### src/rtl/cu_pkg.sv
// cu_pkg: shared definitions for the multi-cycle control unit.
//   state_e  - FSM state encoding, also driven out on STATE
//   OPC_*    - RV32I major opcodes accepted by the decoder
//   IMM_*    - immediate format codes driven on IMM_TYPE
//   ALU_*    - ALU operation codes driven on ALU_OPT
//   dec_t    - bundle of decoded instruction controls
package cu_pkg;

    typedef enum logic [2:0] {
        ST_FETCH     = 3'd0,
        ST_DECODE    = 3'd1,
        ST_EXECUTE   = 3'd2,
        ST_MEM       = 3'd3,
        ST_WRITEBACK = 3'd4,
        ST_TRAP      = 3'd5
    } state_e;

    localparam logic [6:0] OPC_OP     = 7'b0110011;
    localparam logic [6:0] OPC_OP_IMM = 7'b0010011;
    localparam logic [6:0] OPC_LOAD   = 7'b0000011;
    localparam logic [6:0] OPC_STORE  = 7'b0100011;
    localparam logic [6:0] OPC_BRANCH = 7'b1100011;
    localparam logic [6:0] OPC_LUI    = 7'b0110111;
    localparam logic [6:0] OPC_AUIPC  = 7'b0010111;
    localparam logic [6:0] OPC_JAL    = 7'b1101111;
    localparam logic [6:0] OPC_JALR   = 7'b1100111;

    localparam logic [2:0] IMM_R = 3'd0;
    localparam logic [2:0] IMM_I = 3'd1;
    localparam logic [2:0] IMM_S = 3'd2;
    localparam logic [2:0] IMM_B = 3'd3;
    localparam logic [2:0] IMM_U = 3'd4;
    localparam logic [2:0] IMM_J = 3'd5;

    localparam logic [3:0] ALU_ADD = 4'b0000;
    localparam logic [3:0] ALU_SUB = 4'b1000;
    localparam logic [3:0] ALU_SRA = 4'b1101;

    typedef struct packed {
        logic       legal;
        logic       is_load;
        logic       is_store;
        logic       has_rd;
        logic [3:0] alu_opt;
        logic [2:0] imm_type;
        logic [2:0] funct3;
        logic [4:0] rs1;
        logic [4:0] rs2;
        logic [4:0] rd;
    } dec_t;

    // ALU code is the alternate-op bit (funct7[5]) above funct3.
    function automatic logic [3:0] alu_code(input logic alt, input logic [2:0] funct3);
        return {alt, funct3};
    endfunction

endpackage

### src/rtl/cu_decode.sv
// cu_decode: combinational opcode/funct decode of the instruction register.
//   ir_i  - latched instruction word
//   dec_o - register fields, funct3, immediate format, ALU code,
//           load/store/rd-writing class and opcode legality
module cu_decode
    import cu_pkg::*;
(
    input  logic [31:0] ir_i,
    output dec_t        dec_o
);

    logic [6:0] opcode;
    logic [2:0] funct3;
    logic       unused_ir;

    assign opcode    = ir_i[6:0];
    assign funct3    = ir_i[14:12];
    assign unused_ir = ^{ir_i[31], ir_i[29:25]};

    always_comb begin
        dec_o          = '0;
        dec_o.rs1      = ir_i[19:15];
        dec_o.rs2      = ir_i[24:20];
        dec_o.rd       = ir_i[11:7];
        dec_o.funct3   = funct3;
        dec_o.alu_opt  = ALU_ADD;
        dec_o.legal    = 1'b1;
        dec_o.has_rd   = 1'b1;
        dec_o.imm_type = IMM_R;
        case (opcode)
            OPC_OP: begin
                dec_o.imm_type = IMM_R;
                dec_o.alu_opt  = alu_code(ir_i[30], funct3);
            end
            OPC_OP_IMM: begin
                dec_o.imm_type = IMM_I;
                // Only shift-right immediates carry the SRL/SRA select in bit 30;
                // for the others that bit is immediate data.
                dec_o.alu_opt  = alu_code((funct3 == 3'b101) ? ir_i[30] : 1'b0, funct3);
            end
            OPC_LOAD: begin
                dec_o.imm_type = IMM_I;
                dec_o.is_load  = 1'b1;
            end
            OPC_STORE: begin
                dec_o.imm_type = IMM_S;
                dec_o.is_store = 1'b1;
                dec_o.has_rd   = 1'b0;
            end
            OPC_BRANCH: begin
                dec_o.imm_type = IMM_B;
                dec_o.has_rd   = 1'b0;
            end
            OPC_LUI, OPC_AUIPC: dec_o.imm_type = IMM_U;
            OPC_JAL:            dec_o.imm_type = IMM_J;
            OPC_JALR:           dec_o.imm_type = IMM_I;
            default: begin
                dec_o.legal  = 1'b0;
                dec_o.has_rd = 1'b0;
            end
        endcase
    end

endmodule

### src/rtl/cu_fsm.sv
// cu_fsm: multi-cycle control unit FETCH -> DECODE -> EXECUTE -> [MEM] -> WRITEBACK.
//   CLK, RST                     - clock, synchronous active-high reset
//   MEM_INST, INST_VALID, STALL  - instruction fetch interface
//   MEM_READY                    - data memory acknowledge
//   INST_REQ                     - fetch request (FETCH, not stalled)
//   RS1_ADR, RS2_ADR, REG_ADR    - registered register addresses
//   ALU_OPT, BR_OPT, LSU_OPT, IMM_TYPE - registered decoded controls
//   WRITE_ENB, MEM_WRITE_ENB, MEM_READ_ENB, PC_EN - registered strobes
//   STATE                        - current state
//   ILLEGAL, BUS_ERR             - sticky trap causes
module cu_fsm
    import cu_pkg::*;
#(
    parameter int XLEN         = 32,
    parameter int REG_ADR_W    = 5,
    parameter int MEM_WAIT_MAX = 15
) (
    input  logic                 CLK,
    input  logic                 RST,
    input  logic [XLEN-1:0]      MEM_INST,
    input  logic                 INST_VALID,
    input  logic                 MEM_READY,
    input  logic                 STALL,
    output logic                 INST_REQ,
    output logic [REG_ADR_W-1:0] RS1_ADR,
    output logic [REG_ADR_W-1:0] RS2_ADR,
    output logic [REG_ADR_W-1:0] REG_ADR,
    output logic [3:0]           ALU_OPT,
    output logic [2:0]           BR_OPT,
    output logic [2:0]           LSU_OPT,
    output logic [2:0]           IMM_TYPE,
    output logic                 WRITE_ENB,
    output logic                 MEM_WRITE_ENB,
    output logic                 MEM_READ_ENB,
    output logic                 PC_EN,
    output logic [2:0]           STATE,
    output logic                 ILLEGAL,
    output logic                 BUS_ERR
);

    localparam int              CNT_W    = (MEM_WAIT_MAX > 1) ? $clog2(MEM_WAIT_MAX) : 1;
    localparam logic [CNT_W-1:0] CNT_LAST = CNT_W'(MEM_WAIT_MAX - 1);

    state_e                 state_q, state_d;
    logic [CNT_W-1:0]       cnt_q, cnt_d;
    logic [31:0]            ir_q;
    logic                   run_q;
    logic [REG_ADR_W-1:0]   rs1_q, rs2_q, rd_q;
    logic [3:0]             alu_q;
    logic [2:0]             f3_q, imm_q;
    logic                   is_load_q, is_store_q, has_rd_q;
    logic                   we_q, we_d;
    logic                   mwe_q, mwe_d;
    logic                   mre_q, mre_d;
    logic                   pc_en_q, pc_en_d;
    logic                   illegal_q, illegal_d;
    logic                   bus_err_q, bus_err_d;
    logic                   inst_req;
    logic                   accept;
    dec_t                   dec;

    if (XLEN > 32) begin : g_wide_inst
        logic unused_inst_hi;
        assign unused_inst_hi = ^MEM_INST[XLEN-1:32];
    end

    cu_decode u_decode (
        .ir_i  (ir_q),
        .dec_o (dec)
    );

    // run_q holds fetch off for the cycle in which reset is released.
    assign inst_req = run_q && (state_q == ST_FETCH) && !STALL;

    always_comb begin
        state_d   = state_q;
        cnt_d     = cnt_q;
        accept    = 1'b0;
        illegal_d = illegal_q;
        bus_err_d = bus_err_q;
        case (state_q)
            ST_FETCH: begin
                if (inst_req && INST_VALID) begin
                    accept  = 1'b1;
                    state_d = ST_DECODE;
                end
            end
            ST_DECODE: begin
                if (dec.legal) begin
                    state_d = ST_EXECUTE;
                end else begin
                    state_d   = ST_TRAP;
                    illegal_d = 1'b1;
                end
            end
            ST_EXECUTE: begin
                cnt_d   = '0;
                state_d = (is_load_q || is_store_q) ? ST_MEM : ST_WRITEBACK;
            end
            ST_MEM: begin
                if (MEM_READY) begin
                    state_d = ST_WRITEBACK;
                end else if (cnt_q == CNT_LAST) begin
                    state_d   = ST_TRAP;
                    bus_err_d = 1'b1;
                end else begin
                    cnt_d = cnt_q + 1'b1;
                end
            end
            ST_WRITEBACK: state_d = ST_FETCH;
            ST_TRAP:      state_d = ST_TRAP;
            default:      state_d = ST_FETCH;
        endcase

        // Strobes are registered from the next state so they are high
        // exactly while the FSM sits in the corresponding state.
        mre_d   = (state_d == ST_MEM) && is_load_q;
        mwe_d   = (state_d == ST_MEM) && is_store_q;
        pc_en_d = (state_d == ST_WRITEBACK);
        we_d    = (state_d == ST_WRITEBACK) && has_rd_q && (rd_q != '0);
    end

    always_ff @(posedge CLK) begin
        if (RST) begin
            state_q    <= ST_FETCH;
            cnt_q      <= '0;
            ir_q       <= '0;
            run_q      <= 1'b0;
            rs1_q      <= '0;
            rs2_q      <= '0;
            rd_q       <= '0;
            alu_q      <= '0;
            f3_q       <= '0;
            imm_q      <= '0;
            is_load_q  <= 1'b0;
            is_store_q <= 1'b0;
            has_rd_q   <= 1'b0;
            we_q       <= 1'b0;
            mwe_q      <= 1'b0;
            mre_q      <= 1'b0;
            pc_en_q    <= 1'b0;
            illegal_q  <= 1'b0;
            bus_err_q  <= 1'b0;
        end else begin
            state_q   <= state_d;
            cnt_q     <= cnt_d;
            run_q     <= 1'b1;
            we_q      <= we_d;
            mwe_q     <= mwe_d;
            mre_q     <= mre_d;
            pc_en_q   <= pc_en_d;
            illegal_q <= illegal_d;
            bus_err_q <= bus_err_d;
            if (accept) begin
                ir_q <= MEM_INST[31:0];
            end
            if (state_q == ST_DECODE) begin
                rs1_q      <= REG_ADR_W'(dec.rs1);
                rs2_q      <= REG_ADR_W'(dec.rs2);
                rd_q       <= REG_ADR_W'(dec.rd);
                alu_q      <= dec.alu_opt;
                f3_q       <= dec.funct3;
                imm_q      <= dec.imm_type;
                is_load_q  <= dec.is_load;
                is_store_q <= dec.is_store;
                has_rd_q   <= dec.has_rd;
            end
        end
    end

    assign INST_REQ      = inst_req;
    assign RS1_ADR       = rs1_q;
    assign RS2_ADR       = rs2_q;
    assign REG_ADR       = rd_q;
    assign ALU_OPT       = alu_q;
    assign BR_OPT        = f3_q;
    assign LSU_OPT       = f3_q;
    assign IMM_TYPE      = imm_q;
    assign WRITE_ENB     = we_q;
    assign MEM_WRITE_ENB = mwe_q;
    assign MEM_READ_ENB  = mre_q;
    assign PC_EN         = pc_en_q;
    assign STATE         = state_q;
    assign ILLEGAL       = illegal_q;
    assign BUS_ERR       = bus_err_q;

endmodule
### config.mk
export PLATFORM = sky130hd
export DESIGN_NAME = cu_fsm
export DESIGN_NICKNAME = d
export VERILOG_FILES = /design/src/rtl/cu_pkg.sv /design/src/rtl/cu_decode.sv /design/src/rtl/cu_fsm.sv
export SDC_FILE = /design/constraint.sdc
export NUM_CORES = 1
export LEC_CHECK = 0
export BUFFER_PORTS_ARGS = -buffer_cell sky130_fd_sc_hd__buf_2
export CORE_MARGIN = 2
export CORE_UTILIZATION = 51
export DETAILED_ROUTE_END_ITERATION = 6
export GPL_TIMING_DRIVEN = 0
export PLACE_DENSITY = 0.89
export SYNTH_ARGS = -nofsm -noshare
export SYNTH_HDL_FRONTEND = slang
export SYNTH_SLANG_ARGS = --single-unit
### constraint.sdc
create_clock -name CLK -period 2.2 [get_ports CLK]
set_clock_uncertainty 0.1 [all_clocks]
set_input_delay 0.33 -clock CLK [delete_from_list [all_inputs] [get_ports CLK]]
set_output_delay 0.33 -clock CLK [all_outputs]
set_load 0.05 [all_outputs]
After elaboration in Yosys (flattened, before gate mapping):

Cells that the tools add are included.

* reductions and logical operators: 19
* muxes and demuxes: 19
* $add $sub $neg: 1
* bitwise operators: 2
* equality and inequality tests: 19

Operator list (number)
* case mux 3 bit (5 select lines): 2
* == test 7 x 6 -> 1 bit, second input constant: 3
* == test 7 bit, second input constant: 3
* case mux 4 bit (2 select lines): 2
* two-way mux 3 bit: 5
* == test 7 x 5 -> 1 bit, second input constant: 2
* == test 3 x 2 -> 1 bit, second input constant: 3
* == test 3 bit, second input constant: 3
* OR reduction 9 bit: 1
* two-way mux 1 bit: 8
* two-way mux 4 bit: 2
* == test 7 x 2 -> 1 bit, second input constant: 1
* logical AND 1 bit: 7
* OR reduction 7 bit: 1
* AND reduction 3 bit: 2
* nonzero test 5 bit: 1
* adder 4 x 1 -> 4 bit, second input constant: 1
* == test 4 bit, second input constant: 1
* != test 2 bit, second input constant: 2
* == test 3 x 1 -> 1 bit, second input constant: 1
* logical NOT 3 bit: 1
* OR reduction 3 bit: 1
* inverter 1 bit: 2
* AND reduction 2 bit: 1
* other kinds (4): 4

* input bits: 37
* word-level logic and storage cells: 79
* register bits: 73
* output and inout bits: 38

Logic depth before layout (Yosys ltp):

Gate-level depths: netlist (run 1).

* depth after elaboration: 9
* depth in mapped cells: 6
* depth with buffers taken out: 6

Hierarchy:

Synthesis (run 1) repeated with hierarchy kept, for this count alone.

* cell total of the unflattened synthesis: 387
* area, all modules: 3050.4 µm²

By module, submodules not included
* cu_fsm: instances 1, seq. area each 1481.4 µm², area each 2741.4 µm², cells each 339
* cu_decode: instances 1, seq. area each 0.0 µm², area each 309.0 µm², cells each 48

Worst setup path after synthesis (run 1):

Ideal clock, no wire load.

* kind: reg2reg
* start point: register state_q[1] (netlist: STATE[1])
* end point: register we_q (netlist: WRITE_ENB)
* path buffers: 0
* setup time: 0.088 ns
* cell stages (with the launch flop): 5
* data arrival time: 1.652 ns
* data required time: 2.012 ns
* clock period less this slack: 1.840 ns
* slack: 0.360 ns
* cell sequence: dfxtp_1 > or3b_1 > o31ai_2 > a31oi_1 > nor4_2

* cells in the longest elaborated chain, start to end: 9
* elaborated cells between the ends (all ways): 15
* those cells by class: 5 x eq/ne; 4 x mux; 6 x reduce/logical

Ends and longest elaborated chain
* start: declaration: line cu_fsm.sv:44 `state_e state_q, state_d;`
* start signal: assignment: line cu_fsm.sv:145 `state_q <= state_d;`
* logical NOT 3 bit: line cu_fsm.sv:73, cu_fsm.sv:81
* logical AND 1 bit (2 in a row): line cu_fsm.sv:73 `assign inst_req = run_q && (state_q == ST_FETCH) && !STALL;`
* logical AND 1 bit: line cu_fsm.sv:83 `if (inst_req && INST_VALID) begin`
* two-way mux 3 bit: line cu_fsm.sv:83
* case mux 3 bit (5 select lines) (*): line cu_fsm.sv:81 `case (state_q)`
* == test 3 bit (*): line cu_fsm.sv:120 `we_d = (state_d == ST_WRITEBACK) && has_rd_q && (rd_q != '0);`
* logical AND 1 bit (*) (2 in a row): line cu_fsm.sv:120
* end signal: assignment: line cu_fsm.sv:148 `we_q <= we_d;`
* end: declaration: line cu_fsm.sv:52 `logic we_q, we_d;`

Every way passes the cells marked *; elsewhere a longest branch is shown, timed or not.
A chain may end at the register's enable or synchronous reset.

Final worst setup path (run 1):

* start point: register state_q[2] (netlist: STATE[2])
* end point: output INST_REQ

* cells in the longest elaborated chain, start to end: 3

Ends and longest elaborated chain
* logical NOT 3 bit: line cu_fsm.sv:73
* logical AND 1 bit (2 in a row): line cu_fsm.sv:73
* end: declaration: line cu_fsm.sv:24 `output logic INST_REQ,`

Every way passes these cells.

==> results of run 1 <==
## critical path, cell delays in order, from the launching register on
cell     delay [ns]
dfxtp_1        0.41
nor3_1         0.32
and3b_1        0.20
buf_2          0.25
## per-layer routing
metal	track usage (%)	wire, um	share of wire [%]	up-vias
met5	0	0	0	-
met4	8.000	119	1.8	0
met3	6.991	434	6.6	12
met2	39.03	3274	50	90
met1	28.10	2766	42	1183
li1	-	-	-	1282
## metrics by stage
stage	setup WS (ns)	power, uW
after floorplan	0.3601	1410
after global placement	0.3734	1474
after detailed placement	0.2565	1480
after CTS	0.2308	2372
after global routing	0.08392	2448
final	0.2488	2367
## state kept, by name, summed over array words and instances, names as in the netlist, 3 cells and up
signal / count
ALU_OPT: 4
BR_OPT: 3
IMM_TYPE: 3
REG_ADR: 5
RS1_ADR: 5
RS2_ADR: 5
STATE: 3
cnt_q: 4
ir_q: 26
## power by group
| group | internal, uW | total, uW | switching, uW |
|---|---|---|---|
| Sequential | 1250 | 1270 | 17.4 |
| Clock | 437 | 911 | 474 |
| Combinational | 60.6 | 186 | 125 |
| Total | 1750 | 2370 | 617 |
## cells by family after synthesis
group / after synthesis
AND/OR/NAND/NOR: 149
AO/OA/AOI/OAI: 80
buffers and inverters: 30
adder cells (fa/ha/maj): 2
flip-flops: 68
## cells in the final DEF (no fill, tap or decap), types with 2 or more instances in the layout
master    count
nand3b_1      2
a211o_1       2
nor3_1        6
a21oi_1      54
a22oi_1       6
o211ai_1      3
and3b_1       2
nor2b_1       3
buf_4         7
clkbuf_8     10
ha_1          2
nand2b_1      2
inv_1         6
nand2_1      97
clkinv_4      2
clkinv_2      3
and2_1        3
nand3_1       4
buf_2        72
clkbuf_1     15
nor2_1       15
a31oi_1       5
or3b_1        2
dfxtp_1      68
nor4_1        2
## how the worst max path moves through the flow
stage,start,to,slack [ns],cells after the start
after floorplan,STATE[1]$_SDFF_PP0_,WRITE_ENB$_SDFF_PP0_,0.36,4
after global placement,STATE[2]$_SDFF_PP0_,ir_q[10]$_SDFFE_PP0P_,0.37,5
after detailed placement,STATE[2]$_SDFF_PP0_,ir_q[1]$_SDFFE_PP0P_,0.26,5
after CTS,STATE[2]$_SDFF_PP0_,INST_REQ,0.23,3
after global routing,STATE[2]$_SDFF_PP0_,INST_REQ,0.08,3
final,STATE[2]$_SDFF_PP0_,INST_REQ,0.25,3
## timing repair
action | CTS | global route
setup buffers | 0 | 2
gates resized for setup | 0 | 0
endpoints found under the setup margin | 0 | 1
hold buffers | 0 | 0
## layout make-up
class                      instances  area share, %
clock inverter                     6          1.215
tap                               70          2.659
timing repair buffer              70          10.79
clock buffer                      10          4.178
inverter                           6         0.6836
sequential                        68          41.32
multi-input combinational        231          35.70
buffer                            24          3.456
==> impl_metrics.json, run 1 <==
{
  "number_of_port_buffers": 68,
  "seq_area_um2": 1361,
  "yosys_warnings": 0,
  "cts_tree": "done",
  "rrSetupSlack_ns": 0.40,
  "category_of_the_worst_setup_path_launch_point": "flip-flop",
  "ys_seq_elements": 68,
  "cts-htree-levels": 3,
  "die_height_um": 76.41,
  "post_synth_instance_area_um2": 2674,
  "grt_start_max_net_pins": 13,
  "hold_ws_ns": 0.08740,
  "synth_top_cell_area_share_pct": 50.91,
  "timing.fmax_mhz": 512.5,
  "synth_fp_nets": 368,
  "via_per_inst": 5.293,
  "std_cell_rows": 26,
  "multi_input_area_um2": 1176,
  "place.gp.congestion": 0.8386,
  "synth_adder_area_share_pct": 0.9359,
  "grt.total_usage_pct": 23.15,
  "worstRegToRegCells": 5,
  "power.density_cell_area_nw_per_um2": 718.6,
  "syn_inst": 329,
  "clock_slew_seen_by_the_registers_of_the_worst_setup_and_hold_paths_ns": 0.07,
  "detailroute.via_count": 2567,
  "fin_setup_tns_ns": 0,
  "synth_enable_flop_cells": 0,
  "synth-compound-area-share_pct": 17.64,
  "layout.filler_cells": 422,
  "initial_utilization_pct": 52.69,
  "post-route-cell-area_um2": 3294,
  "core_um2": 5075,
  "rsz0062_at_grt": "no",
  "timing.setup.critical_path_class": "flip-flop to output port",
  "first_pass_grt_wire_length_mm": 10.71,
  "detail_route.first_pass.iterations": 5,
  "clk_root_buffer_cell": "clkbuf_8",
  "finalNetCount": 449,
  "clock_sink_count": 68,
  "post_synth_mux_area_share_pct": 0,
  "number_of_antenna_cells_inserted": 0,
  "clk-insertion-delay-late_ns": 0.35,
  "final_layout_size_suffix_gt1_share_pct": 23.86,
  "post-dp-hpwl_mm": 4.775,
  "synthDominantAreaCellType": "dfxtp_1",
  "netlist_top_cells_area": "dfxtp_1 51%, nand2_1 14%, a21oi_1 10%",
  "hold_depth": 2,
  "first_iter_violations": 114,
  "vdd_ir_drop_max_mv": 0.5348,
  "die-area_um2": 5838,
  "synth_ff_type": "dfxtp_1",
  "slew_headroom_pct": 61.93,
  "critical_path.reg2reg.startpoint": "STATE[2]$_SDFF_PP0_",
  "initial_antenna_violation_count": 0,
  "clock_path_buffers": 2,
  "first_global_vias": 2291,
  "die_width_um": 76.41,
  "setup.worst_path.end_class": "output port",
  "worst_slew_pin_slew_ns": 0.5711,
  "final-setup-viol-count": 0,
  "cts-buffers-inserted": 9,
  "wl_mm": 6.595,
  "num_io_pins": 75,
  "crit-reg2reg-capture": "RS2_ADR[4]$_SDFFE_PP0N_",
  "cellLeakagePower_uw": 0.001346,
  "cp.required_ns": 1.77,
  "placedCellCount": 467,
  "areaGrowthSynthToFinish_pct": 23.21,
  "period_minus_slack_ns": 1.951,
  "timing.final.max_slew_violations": 0,
  "routed_wire_length_per_instance_um": 13.60,
  "worst_path_fanout_max": 10,
  "postLayoutCoreUtil_pct": 64.92,
  "status": "completed",
  "synth_most_common_cell": "nand2_1",
  "final_antenna_net_count": 0,
  "synth_area_in_xor_xnor_pct": 0,
  "ys_async_sr_fraction_pct": 0,
  "hold_path_class": "input port to flip-flop",
  "final_cell_count_no_fill": 485,
  "grt-ovfl-total": 0,
  "post_dp_cell_area_um2": 3102,
  "synth_sequential_area_ratio_pct": 50.91,
  "synth_simple_gate_area_share_pct": 25.41,
  "crit_arrival_ns": 1.52,
  "endpoint_worst_hold": "run_q$_DFF_P_",
  "max_cap_violations": 0,
  "post_synth_num_cell_types": 43,
  "detail_route.drc_violations": 0,
  "postSynthAreaPerCell_um2": 8.127,
  "hold_violations": 0,
  "period_share_pct": 88.69,
  "ys_top_cells_by_count": "97 x nand2_1, 68 x dfxtp_1, 54 x a21oi_1",
  "synth_top_family_by_area": "simple AND/OR/NAND/NOR gates",
  "hp-start": "RST"
}
(Power assumes the default switching activity.)
==> inputs of run 2 (changes only) <==
Settings changed: CORE_UTILIZATION 51 to 35, PLACE_DENSITY 0.89 to 0.68.
==> run 2 against run 1 <==
Net effect:
- setup slack gained 0.030 ns
- die area grew 43%
- critical endpoint unchanged
- cell area grew 2.5%
- clock power grew 25%
- largest power group unchanged
==> impl_metrics.json, run 2 (synthesis results as in run 1) <==
{
  "layout.filler_cells": 741,
  "worstRegToRegCells": 4,
  "timing.setup.critical_path_class": "flip-flop to output port",
  "hold_ws_ns": 0.09637,
  "number_of_antenna_cells_inserted": 0,
  "via_per_inst": 4.926,
  "cellLeakagePower_uw": 0.001368,
  "final_layout_size_suffix_gt1_share_pct": 23.86,
  "hold_depth": 2,
  "initial_antenna_violation_count": 0,
  "die-area_um2": 8355,
  "category_of_the_worst_setup_path_launch_point": "flip-flop",
  "crit-reg2reg-capture": "is_store_q$_SDFFE_PP0N_",
  "wl_mm": 6.865,
  "endpoint_worst_hold": "run_q$_DFF_P_",
  "grt-ovfl-total": 0,
  "detail_route.drc_violations": 0,
  "power.density_cell_area_nw_per_um2": 767.8,
  "final_antenna_net_count": 0,
  "core_um2": 7331,
  "slew_headroom_pct": 61.79,
  "fin_setup_tns_ns": 0,
  "die_width_um": 91.41,
  "clock_slew_seen_by_the_registers_of_the_worst_setup_and_hold_paths_ns": 0.07,
  "std_cell_rows": 31,
  "cts-htree-levels": 3,
  "critical_path.top_delay_family": "simple AND/OR/NAND/NOR gates",
  "rrSetupSlack_ns": 0.42,
  "grt_start_max_net_pins": 14,
  "first_iter_violations": 152,
  "rsz0062_at_grt": "no",
  "mostFrequentLayoutCells": "97 x nand2_1, 72 x buf_2, 68 x dfxtp_1, 54 x a21oi_1",
  "first_pass_grt_wire_length_mm": 11.30,
  "period_minus_slack_ns": 1.922,
  "setup.worst_path.end_class": "output port",
  "register_with_the_most_flip_flops": "ir_q",
  "number_of_port_buffers": 68,
  "routed_wire_length_per_instance_um": 13.36,
  "num_io_pins": 75,
  "die_height_um": 91.41,
  "clk_root_buffer_cell": "clkbuf_8",
  "hp-start": "RST",
  "finalNetCount": 449,
  "initial_utilization_pct": 36.47,
  "final-setup-viol-count": 0,
  "first_global_vias": 2316,
  "cts_tree": "done",
  "clock_path_buffers": 2,
  "worst_slew_pin_slew_ns": 0.5731,
  "design_power_total_uw": 2593,
  "grt.total_usage_pct": 17.05,
  "place.gp.congestion": 0.8322,
  "timing.final.max_slew_violations": 0,
  "placedCellCount": 496,
  "timing.fmax_mhz": 520.4,
  "status": "completed",
  "post-dp-hpwl_mm": 5.088,
  "detailroute.via_count": 2532,
  "critical_path.n_buffers_inverters": 1,
  "detail_route.first_pass.iterations": 4,
  "largest_reg_flops": 26,
  "most_frequent_standard_cell_in_the_layout_excluding_fill_and_tap_cells": "nand2_1",
  "vdd_ir_drop_max_mv": 0.4314,
  "critical-path-max-stage-delay_ns": 0.41,
  "hold_path_class": "input port to flip-flop",
  "post_cts_buffers": 0,
  "clk-insertion-delay-late_ns": 0.34,
  "slowest_stage": "dfxtp_1",
  "cts-buffers-inserted": 9,
  "final_cell_count_no_fill": 514,
  "hold_violations": 0,
  "areaGrowthSynthToFinish_pct": 26.30,
  "clock_sink_count": 68,
  "post_cts_resized": 0,
  "worst_path_fanout_max": 10,
  "crit_arrival_ns": 1.49,
  "post-route-cell-area_um2": 3377,
  "cp.required_ns": 1.77,
  "period_share_pct": 87.35,
  "post_dp_cell_area_um2": 3138,
  "cts-hold-fix-buffers": 0,
  "critical_path.reg2reg.startpoint": "STATE[2]$_SDFF_PP0_",
  "cp_cell_sequence": "nor3_1, and3b_1, buf_2",
  "max_cap_violations": 0
}
-- run 2: how the worst max path moves through the flow --
stage,startpoint,to,slack [ns],cells after the start
3_5_place_dp,STATE[2]$_SDFF_PP0_,ir_q[9]$_SDFFE_PP0P_,0.14,5
2_1_floorplan,STATE[1]$_SDFF_PP0_,WRITE_ENB$_SDFF_PP0_,0.36,4
3_3_place_gp,STATE[2]$_SDFF_PP0_,ir_q[9]$_SDFFE_PP0P_,0.17,5
4_1_cts,STATE[2]$_SDFF_PP0_,ir_q[9]$_SDFFE_PP0P_,0.13,5
5_1_grt,STATE[2]$_SDFF_PP0_,INST_REQ,0.14,3
6_report,STATE[2]$_SDFF_PP0_,INST_REQ,0.28,3
-- run 2: area by class of cell --
cell class	instances	area, um^2	share of cell area (%)
Sequential cell	68	1361	40.31
Timing Repair Buffer	70	355.3	10.52
Tap cell	99	123.9	3.668
Inverter	6	22.52	0.6669
Clock inverter	7	100.1	2.964
Clock buffer	9	123.9	3.668
Buffer	24	113.9	3.372
Multi-Input combinational cell	231	1176	34.83
-- run 2: power by group --
part	internal, uW	leakage, uW	switching (uW)
Sequential	1250	0.000550	17.9
Combinational	60.6	0.000705	125
Clock	645	0.000114	491
Total	1960	0.00137	634
-- run 2: metal layers --
layer	part of all wire, %	global-route usage (%)
met4	0.92	3.409
met2	48	27.39
met1	44	22.82
met3	6.9	4.979
met5	0	0
-- run 2: per-stage QoR --
step           util, %  worst slack, ns
2_1_floorplan        -           0.3601
3_3_place_gp     42.81           0.1651
3_5_place_dp     42.81           0.1361
4_1_cts          45.86           0.1335
5_1_grt          46.07           0.1435
6_report         46.07           0.2783
